==> src/rtl/fpga_clock_enables.sv <==
// fpga_clock_enables
//   Generates NCHAN one-cycle clock-enable strobes from the single buffered DCM
//   clock. Strobes are held off until the DCM lock has been stable for
//   LOCK_CYCLES cycles. Panel switches are synchronised and debounced. The
//   debounced switches pick channel 0's rate or put it in single-step mode.
//
// Ports
//   clk          system clock (DCM output, buffered)
//   reset_n      asynchronous active-low reset
//   dcm_locked   DCM LOCKED status (synchronised internally)
//   slideswitch  raw panel switches; MSB selects single-step mode for channel 0
//   step_req     raw single-step button, active high
//   wr_en        divide-register write strobe
//   wr_chan      channel being written (out-of-range values are ignored)
//   wr_data      divide value D; the strobe period is D+1 cycles
//   run          lock qualified; enables may fire
//   ce           registered one-cycle enable strobes, one per channel
//   switches     synchronised, debounced switch vector
module fpga_clock_enables #(
  parameter int NCHAN = 2,
  parameter int CNT_W = 24,
  parameter int SW_W = 8,
  parameter int DEB_W = 16,
  parameter int LOCK_CYCLES = 16,
  parameter logic [CNT_W-1:0] DIV_INIT = '0,
  localparam int CH_W = (NCHAN > 1) ? $clog2(NCHAN) : 1
) (
  input  logic             clk,
  input  logic             reset_n,
  input  logic             dcm_locked,
  input  logic [SW_W-1:0]  slideswitch,
  input  logic             step_req,
  input  logic             wr_en,
  input  logic [CH_W-1:0]  wr_chan,
  input  logic [CNT_W-1:0] wr_data,
  output logic             run,
  output logic [NCHAN-1:0] ce,
  output logic [SW_W-1:0]  switches
);

  localparam int LCK_W = $clog2(LOCK_CYCLES + 1);
  localparam logic [LCK_W-1:0] LOCK_LAST = LCK_W'(LOCK_CYCLES - 1);

  typedef enum logic [0:0] {WAIT_LOCK = 1'b0, RUN = 1'b1} state_t;

  // Channel 0 switch-selected divide: 2^min(2k+1,CNT_W)-1, where k is the
  // highest set rate bit. The per-bit compare saturates at all-ones naturally.
  function automatic logic [CNT_W-1:0] rate_div(input logic [SW_W-2:0] sel);
    logic [CNT_W-1:0] res;
    int msb;
    msb = 0;
    for (int b = 0; b < SW_W - 1; b++) begin
      msb = sel[b] ? b : msb;
    end
    for (int b = 0; b < CNT_W; b++) begin
      res[b] = (b < (2 * msb + 1));
    end
    return res;
  endfunction

  state_t                        state_q, state_d;
  logic [LCK_W-1:0]              lock_cnt_q, lock_cnt_d;
  logic                          run_q, run_d;
  logic                          lock_s1_q, lock_s1_d, lock_s2_q, lock_s2_d;
  logic                          step_s1_q, step_s1_d, step_s2_q, step_s2_d;
  logic                          step_prev_q, step_prev_d;
  logic [SW_W-1:0]               sw_s1_q, sw_s1_d, sw_s2_q, sw_s2_d;
  logic [SW_W-1:0]               sw_prev_q, sw_prev_d;
  logic [SW_W-1:0]               switches_q, switches_d;
  logic [DEB_W-1:0]              deb_cnt_q, deb_cnt_d;
  logic [NCHAN-1:0]              ce_q, ce_d;
  logic [NCHAN-1:0][CNT_W-1:0]   cnt_q, cnt_d;
  logic [NCHAN-1:0][CNT_W-1:0]   pend_q, pend_d;
  logic [NCHAN-1:0][CNT_W-1:0]   act_q, act_d;
  logic [NCHAN-1:0][CNT_W-1:0]   tgt;

  logic running;
  logic step_rise;
  logic step_mode;
  logic rate_any;

  assign running   = (state_q == RUN) && lock_s2_q;
  assign step_rise = step_s2_q & ~step_prev_q;
  assign step_mode = switches_q[SW_W-1];
  assign rate_any  = |switches_q[SW_W-2:0];

  // Two-flop synchronisers plus the edge-detect and compare history stages.
  always_comb begin
    lock_s1_d   = dcm_locked;
    lock_s2_d   = lock_s1_q;
    step_s1_d   = step_req;
    step_s2_d   = step_s1_q;
    step_prev_d = step_s2_q;
    sw_s1_d     = slideswitch;
    sw_s2_d     = sw_s1_q;
    sw_prev_d   = sw_s2_q;
  end

  // Lock qualification FSM: LOCK_CYCLES consecutive synced highs enter RUN.
  always_comb begin
    state_d    = state_q;
    lock_cnt_d = lock_cnt_q;
    run_d      = 1'b0;
    case (state_q)
      WAIT_LOCK: begin
        if (lock_s2_q) begin
          if (lock_cnt_q == LOCK_LAST) begin
            state_d    = RUN;
            lock_cnt_d = '0;
          end else begin
            state_d    = WAIT_LOCK;
            lock_cnt_d = lock_cnt_q + LCK_W'(1);
          end
        end else begin
          state_d    = WAIT_LOCK;
          lock_cnt_d = '0;
        end
      end
      RUN: begin
        lock_cnt_d = '0;
        if (lock_s2_q) begin
          state_d = RUN;
          run_d   = 1'b1;
        end else begin
          state_d = WAIT_LOCK;
          run_d   = 1'b0;
        end
      end
      default: begin
        state_d    = WAIT_LOCK;
        lock_cnt_d = '0;
        run_d      = 1'b0;
      end
    endcase
  end

  // Switch debounce: any change restarts the stability count.
  always_comb begin
    deb_cnt_d  = deb_cnt_q;
    switches_d = switches_q;
    if (sw_s2_q != sw_prev_q) begin
      deb_cnt_d = '0;
    end else if (deb_cnt_q == {DEB_W{1'b1}}) begin
      switches_d = sw_s2_q;
    end else begin
      deb_cnt_d = deb_cnt_q + DEB_W'(1);
    end
  end

  // Channel dividers. A new divide (register or switch rate) is only loaded at a
  // wrap so no period is shortened or stretched; outside RUN it loads at once.
  always_comb begin
    pend_d = pend_q;
    act_d  = act_q;
    cnt_d  = cnt_q;
    ce_d   = '0;
    tgt    = '0;
    for (int ch = 0; ch < NCHAN; ch++) begin
      // An out-of-range wr_chan matches no channel and is dropped.
      if (wr_en && (int'(wr_chan) == ch)) begin
        pend_d[ch] = wr_data;
      end else begin
        pend_d[ch] = pend_q[ch];
      end
      // Using pend_d lets a write that coincides with a wrap take effect there.
      if ((ch == 0) && rate_any) begin
        tgt[ch] = rate_div(switches_q[SW_W-2:0]);
      end else begin
        tgt[ch] = pend_d[ch];
      end
      if (!running) begin
        cnt_d[ch] = '0;
        ce_d[ch]  = 1'b0;
        act_d[ch] = tgt[ch];
      end else if ((ch == 0) && step_mode) begin
        cnt_d[ch] = '0;
        ce_d[ch]  = step_rise;
        act_d[ch] = tgt[ch];
      end else if (cnt_q[ch] == act_q[ch]) begin
        cnt_d[ch] = '0;
        ce_d[ch]  = 1'b1;
        act_d[ch] = tgt[ch];
      end else begin
        cnt_d[ch] = cnt_q[ch] + CNT_W'(1);
        ce_d[ch]  = 1'b0;
        act_d[ch] = act_q[ch];
      end
    end
  end

  // State registers with asynchronous reset.
  always_ff @(posedge clk or negedge reset_n) begin
    if (!reset_n) begin
      state_q     <= WAIT_LOCK;
      lock_cnt_q  <= '0;
      run_q       <= 1'b0;
      lock_s1_q   <= 1'b0;
      lock_s2_q   <= 1'b0;
      step_s1_q   <= 1'b0;
      step_s2_q   <= 1'b0;
      step_prev_q <= 1'b0;
      sw_s1_q     <= '0;
      sw_s2_q     <= '0;
      sw_prev_q   <= '0;
      switches_q  <= '0;
      deb_cnt_q   <= '0;
      ce_q        <= '0;
      cnt_q       <= '0;
      pend_q      <= {NCHAN{DIV_INIT}};
      act_q       <= {NCHAN{DIV_INIT}};
    end else begin
      state_q     <= state_d;
      lock_cnt_q  <= lock_cnt_d;
      run_q       <= run_d;
      lock_s1_q   <= lock_s1_d;
      lock_s2_q   <= lock_s2_d;
      step_s1_q   <= step_s1_d;
      step_s2_q   <= step_s2_d;
      step_prev_q <= step_prev_d;
      sw_s1_q     <= sw_s1_d;
      sw_s2_q     <= sw_s2_d;
      sw_prev_q   <= sw_prev_d;
      switches_q  <= switches_d;
      deb_cnt_q   <= deb_cnt_d;
      ce_q        <= ce_d;
      cnt_q       <= cnt_d;
      pend_q      <= pend_d;
      act_q       <= act_d;
    end
  end

  assign run      = run_q;
  assign ce       = ce_q;
  assign switches = switches_q;

endmodule

==> config.mk <==
export PLATFORM = sky130hd
export DESIGN_NAME = fpga_clock_enables
export DESIGN_NICKNAME = d
export VERILOG_FILES = /design/src/rtl/fpga_clock_enables.sv
export SDC_FILE = /design/constraint.sdc
export NUM_CORES = 1
export LEC_CHECK = 0
export ABC_AREA = 1
export BUFFER_PORTS_ARGS = -buffer_cell sky130_fd_sc_hd__buf_2
export CORE_MARGIN = 5
export CORE_UTILIZATION = 50
export CTS_CLUSTER_SIZE = 20
export DETAILED_ROUTE_END_ITERATION = 8
export PLACE_DENSITY = 0.7
export SLEW_MARGIN = 20
export SYNTH_ARGS = -nofsm -noshare
export SYNTH_HDL_FRONTEND = slang
export SYNTH_SLANG_ARGS = --single-unit
==> constraint.sdc <==
create_clock -name clk -period 2.4 [get_ports clk]
set_input_delay 0.12 -clock clk [delete_from_list [all_inputs] [get_ports clk]]
set_output_delay 0.12 -clock clk [all_outputs]
set_load 0.02 [all_outputs]
Word level (Yosys, flattened, before mapping). Cells that the tools add are included.

Add/subtract/negate cells: 5. Order comparisons: 24. Equal/unequal tests: 8. Multiplexer cells: 34. Bitwise logic cells: 5. Reductions and logical operators: 5.

Operator list (count): $mux 24 (13); $lt 5x32->1 const A (8); $lt 6x32->1 const A (7); $lt 4x32->1 const A (4); $lt 3x32->1 const A (2); $add 24x1->24 const B (2); $eq 24x24->1 (2); $lt 1x32->1 const A (1); $lt 2x32->1 const A (1); $mux 16 (2); $add 16x1->16 const B (1); $eq 16x16->1 const B (1); $mux 1 (10); $mux 5 (2); $pmux 5 s2 (1); $mux 3 (3); $ne 8x8->1 (1); $reduce_or 7->1 (1); $add 4x1->5 const B (1); $add 5x1->5 const B (1); $eq 5x4->1 const B (1); $lt 5x5->1 const A (1); $mux 2 (2); $not 1->1 (4); other kinds (7) (9).

Bits in registers: 206. Input bits: 38. Output and inout bits: 11. Logic and storage cells: 101.

Longest topological paths before layout.
Depth in word-level cells: 12. Mapped depth: 11. Gate-level depth less buffers: 10.

Worst setup path before layout. No wires, ideal clock.

Path type: flip-flop to flip-flop. Start: register switches_q[5] (netlist: switches[5]). End: register act_q[0] (netlist bit). Data arrival time: 1.439 ns. Path slack: 0.844 ns. Cell stages (with the launch flop): 8. Buffers on the path: 0. Path through: dfrtp_1 > nor2_1 > nand2_1 > nor3_4 > nand2_2 > or2_2 > nand2_1 > nand2_1.

Cells in the longest elaborated chain, start to end: 8. Elaborated cells between the ends (all ways): 9. Classes of those cells: add/sub: 1; order compare: 1; mux: 6; reduce/logical: 1.

Ends and longest elaborated chain: from (decl) (RTL line 69) `logic [SW_W-1:0] switches_q, switches_d;`; from (signal assigned) (RTL line 223) `switches_q <= switches_d;`; $mux 3 (2 in a row) (RTL line 53) `msb = sel[b] ? b : msb;`; $add 4x1->5 (RTL line 56) `res[b] = (b < (2 * msb + 1));`; $lt 1x32->1 (RTL line 56); $mux 24 (*) (RTL line 166) `if ((ch == 0) && rate_any) begin`; $mux 24 (RTL line 179) `end else if (cnt_q[ch] == act_q[ch]) begin`; $mux 24 (RTL line 175) `end else if ((ch == 0) && step_mode) begin`; $mux 24 (*) (RTL line 171) `if (!running) begin`; to (signal assigned) (RTL line 210) `act_q <= {NCHAN{DIV_INIT}};`; to (signal assigned) (RTL line 228) `act_q <= act_d;`; to (decl) (RTL line 74) `logic [NCHAN-1:0][CNT_W-1:0] act_q, act_d;`.

Mark *: on every way between the ends. The rest lies on a longest branch, timed or not. The select of a mux whose other input is x is not followed. A chain may end at the register's enable or synchronous reset.

Final worst setup path.
Start: register deb_cnt_q[0]. End: register deb_cnt_q[4].

Cells in the longest elaborated chain, start to end: 3. Elaborated cells between the ends (all ways): 5. Classes of those cells: add/sub: 1; eq/ne: 2; mux: 2.

Ends and longest elaborated chain: from (decl) (RTL line 70) `logic [DEB_W-1:0] deb_cnt_q, deb_cnt_d;`; from (signal assigned) (RTL line 224) `deb_cnt_q <= deb_cnt_d;`; $add 16x1->16 (RTL line 146) `deb_cnt_d = deb_cnt_q + DEB_W'(1);`; $mux 16 (RTL line 143) `end else if (deb_cnt_q == {DEB_W{1'b1}}) begin`; $mux 16 (RTL line 141) `if (sw_s2_q != sw_prev_q) begin`.

Several ways; a longest one is shown, not always the timed one. The select of a mux whose other input is x is not followed.

==> impl_metrics.yaml <==
status:
  status: "complete, no violations"
synth:
  synth_largest_area_cell: "dfrtp_1"
  synth_flop_cell: "dfrtp_1"
  synth_edf_count: 0
  synth_cell_types: 38
  yosys.area.top_type_share: 0.523
  syn_nets: 1294
  synth.area.top_cells: "dfrtp_1 52%, nand2_1 15%, nor2_1 6.8%"
  synth_seq_area_share: 0.523
  syn_area_um2: 9860
  ys_ff_latch: 206
  syn_avg_cell_area_um2: 7.88
  synthArstFlopShare: 1.00
  yosysWarnings: 0
  synthCells: 1252
sta:
  grt_setup_unrepaired: "no"
  setup_tns_ns: 0
  finalSetupViolCount: 0
  tightestPinTransition_ns: 0.537
  finalCriticalPeriod_ns: 1.83
  fin_skew_ns: 0.0113
  fmaxAchievable_mhz: 545
  slew_viol_final: 0
  slew_headroom: 0.641
  hold_viol_final: 0
  fin_crit_sh: 0.764
detailed_routing:
  vias: 7948
  drt_pre_antenna_iters: 5
  drt_iter0_drc: 582
  drc: 0
  via_per_inst: 4.91
  ant_nets: 0
  wl_per_cell_um: 13.5
  totalWireLength_um: 21800
clock_tree:
  insertion_delay_ns: 0.51
  numCtsBuffers: 23
  cts_htree_levels: 1
  postCtsSetupBuffers: 0
  cts.clk_slew.worst_paths_ns: 0.06
  clock_sinks: 206
  cts_tree: "built"
  cts_root_buf: "clkbuf_16"
  cts_max_path_buffers: 3
  cts_resized: 0
pwr:
  powerDensity_nw_per_um2: 690
  finalPower_mw: 7.93
  leakage_nw: 5.74
  vdd_ir_drop_max_uv: 497
final_layout:
  synthToLayoutAreaGrowth_pct: 16.4
  antenna_cells: 0
  fillerInstances: 1726
  fin_nets: 1383
  multiInputGateArea_um2: 3900
  layout.area.seq_um2: 5150
  drive_gt1_frac: 0.101
global_route:
  grtUsageMet2: 0.315
  grt_use_total: 0.201
  met1_usage: 0.300
  busiest_layer: "met2"
  grt_pass1_vias: 7714
  use_met3: 0.0280
  grt_max_degree: 66
  antenna_found_initial: 0
  grt_pass1_wl_um: 37500
  globalRouteOverflowTotal: 0
setup_path:
  max_stage_delay_ns: 0.45
  critPathSlowestCell: "dfrtp_1"
  cp.arrival_ns: 2.25
  endpoint_kind: "register"
  path_cells: "ha_1 -> inv_1 -> nor2_1 -> nand4_2 -> nand2_1 -> nor2_1 -> nor3b_1"
  path_max_fanout: 8
  crit_top_cell: "nor2_1"
  cp-start-kind: "register"
  required_ns: 2.82
  worstSetupPathType: "reg2reg"
floorplanning:
  pin_count: 49
  start_util: 0.507
  dieArea_um2: 22600
  core_um2: 19500
  rows: 51
  fp.dieW_um: 150
  die_h_um: 150
place:
  place.gp.congestion: 0.894
  portBuffers: 48
  dpl.hpwl_um: 14800
flow_run:
  maxCapViolations: 0
worst_hold_path:
  worst_hold_path_type: "in2async"
flip-flops by register name, summed over array words and instances, names as in the netlist:
name,cells
act_q,48
ce,2
cnt_q,48
deb_cnt_q,16
lock_cnt_q,5
lock_s1_q,1
lock_s2_q,1
pend_q,48
run,1
state_q,1
step_prev_d,1
step_prev_q,1
step_s1_q,1
sw_prev_d,8
sw_prev_q,8
sw_s1_q,8
switches,8
worst max-delay path, delay by kind of cell (launching register included):
family,cells,cell delay [ns]
and+or+nand+nor,5,0.94
DFF,1,0.45
adders and majority gates,1,0.30
buffers and inverters,1,0.06
cells in the final DEF (no fill, tap or decap), drive strengths merged, types with 3 or more instances in the layout:
| master | instances |
|---|---|
| clkinv | 3 |
| xor2 | 35 |
| nand3 | 90 |
| buf | 58 |
| dfrtp | 206 |
| o21bai | 3 |
| dlygate4sd3 | 35 |
| o21ai | 55 |
| nor3 | 23 |
| a21oi | 9 |
| inv | 173 |
| nor2 | 186 |
| nand2 | 398 |
| mux2 | 13 |
| nand4 | 14 |
| clkbuf | 34 |
| ha | 4 |
| xnor2 | 4 |
cells in the mapped netlist (4+ instances only):
cell / count
xor2_1: 35
inv_2: 9
nand2_2: 4
buf_6: 4
xnor2_1: 4
buf_2: 11
dfrtp_1: 206
nand4_1: 13
clkbuf_1: 9
nand3_1: 88
buf_4: 4
nor2_1: 180
ha_1: 4
nor3_1: 19
a21oi_1: 9
mux2_2: 13
inv_1: 162
o21ai_0: 54
nand2_1: 393
final timing paths:
kind	start	to	slack [ns]	cells past startpoint
min in group clk	wr_en	pend_q[32]	0.25	5
max	deb_cnt_q[0]	deb_cnt_q[4]	0.57	7
max in group asynchronous	reset_n	pend_q[35]	1.48	3
min reg2reg	lock_s1_q	lock_s2_q	0.35	0
min	reset_n	deb_cnt_q[7]	0.1	2
max reg2reg	deb_cnt_q[0]	deb_cnt_q[4]	0.57	7
logic make-up (layout without fill, tap and decap cells):
group / Yosys count / after routing / share of synthesized area
multiplexers: 13 / 13 / 0.0148
XOR/XNOR: 39 / 39 / 0.0346
adder cells (fa/ha/maj): 4 / 4 / 0.00507
flip-flops: 206 / 206 / 0.523
AND/OR/NAND/NOR: 717 / 717 / 0.302
buffers and inverters: 201 / 304 / 0.0824
AO/OA/AOI/OAI: 72 / 72 / 0.0388
per-layer routing:
layer	share of wire	vias up
li1	-	4026
met1	0.48	3726
met2	0.45	167
met3	0.047	29
met4	0.018	0
met5	0	-
repair_timing:
action / CTS / global route
hold buffers: 35 / 0
endpoints found under the setup margin: 0 / 0
hold endpoints to repair: 228 / 0
cell type report:
type                    count  share of cell area
flip-flops and latches    206               0.449
multi-input cells         845               0.340
repair buffers             94              0.0627
clock buffers              33              0.0586
inverters                 171              0.0559
well taps                 265              0.0289
clock inverters             6             0.00545
where the power goes:
part | internal [mW] | leakage, nW | switching (mW)
sequential | 3.71 | 2.60 | 0.136
clock | 2.05 | 0.366 | 1.37
combinational | 0.274 | 2.77 | 0.381
total | 6.04 | 5.74 | 1.89
through the flow:
stage               setup WS [ns]   util  std cells  instance area [um^2]  hold WS, ns
global placement            0.649  0.534       1546                 10400       0.0641
detailed placement          0.610  0.534       1546                 10400       0.0691
finish                      0.567  0.590       1620                 11500        0.100
floorplan                   0.844      -       1252                  9860       -0.176
CTS                         0.585  0.590       1620                 11500       0.0932
global route                0.350  0.590       1620                 11500        0.138
Note: power is estimated with default switching activity, not from simulation.
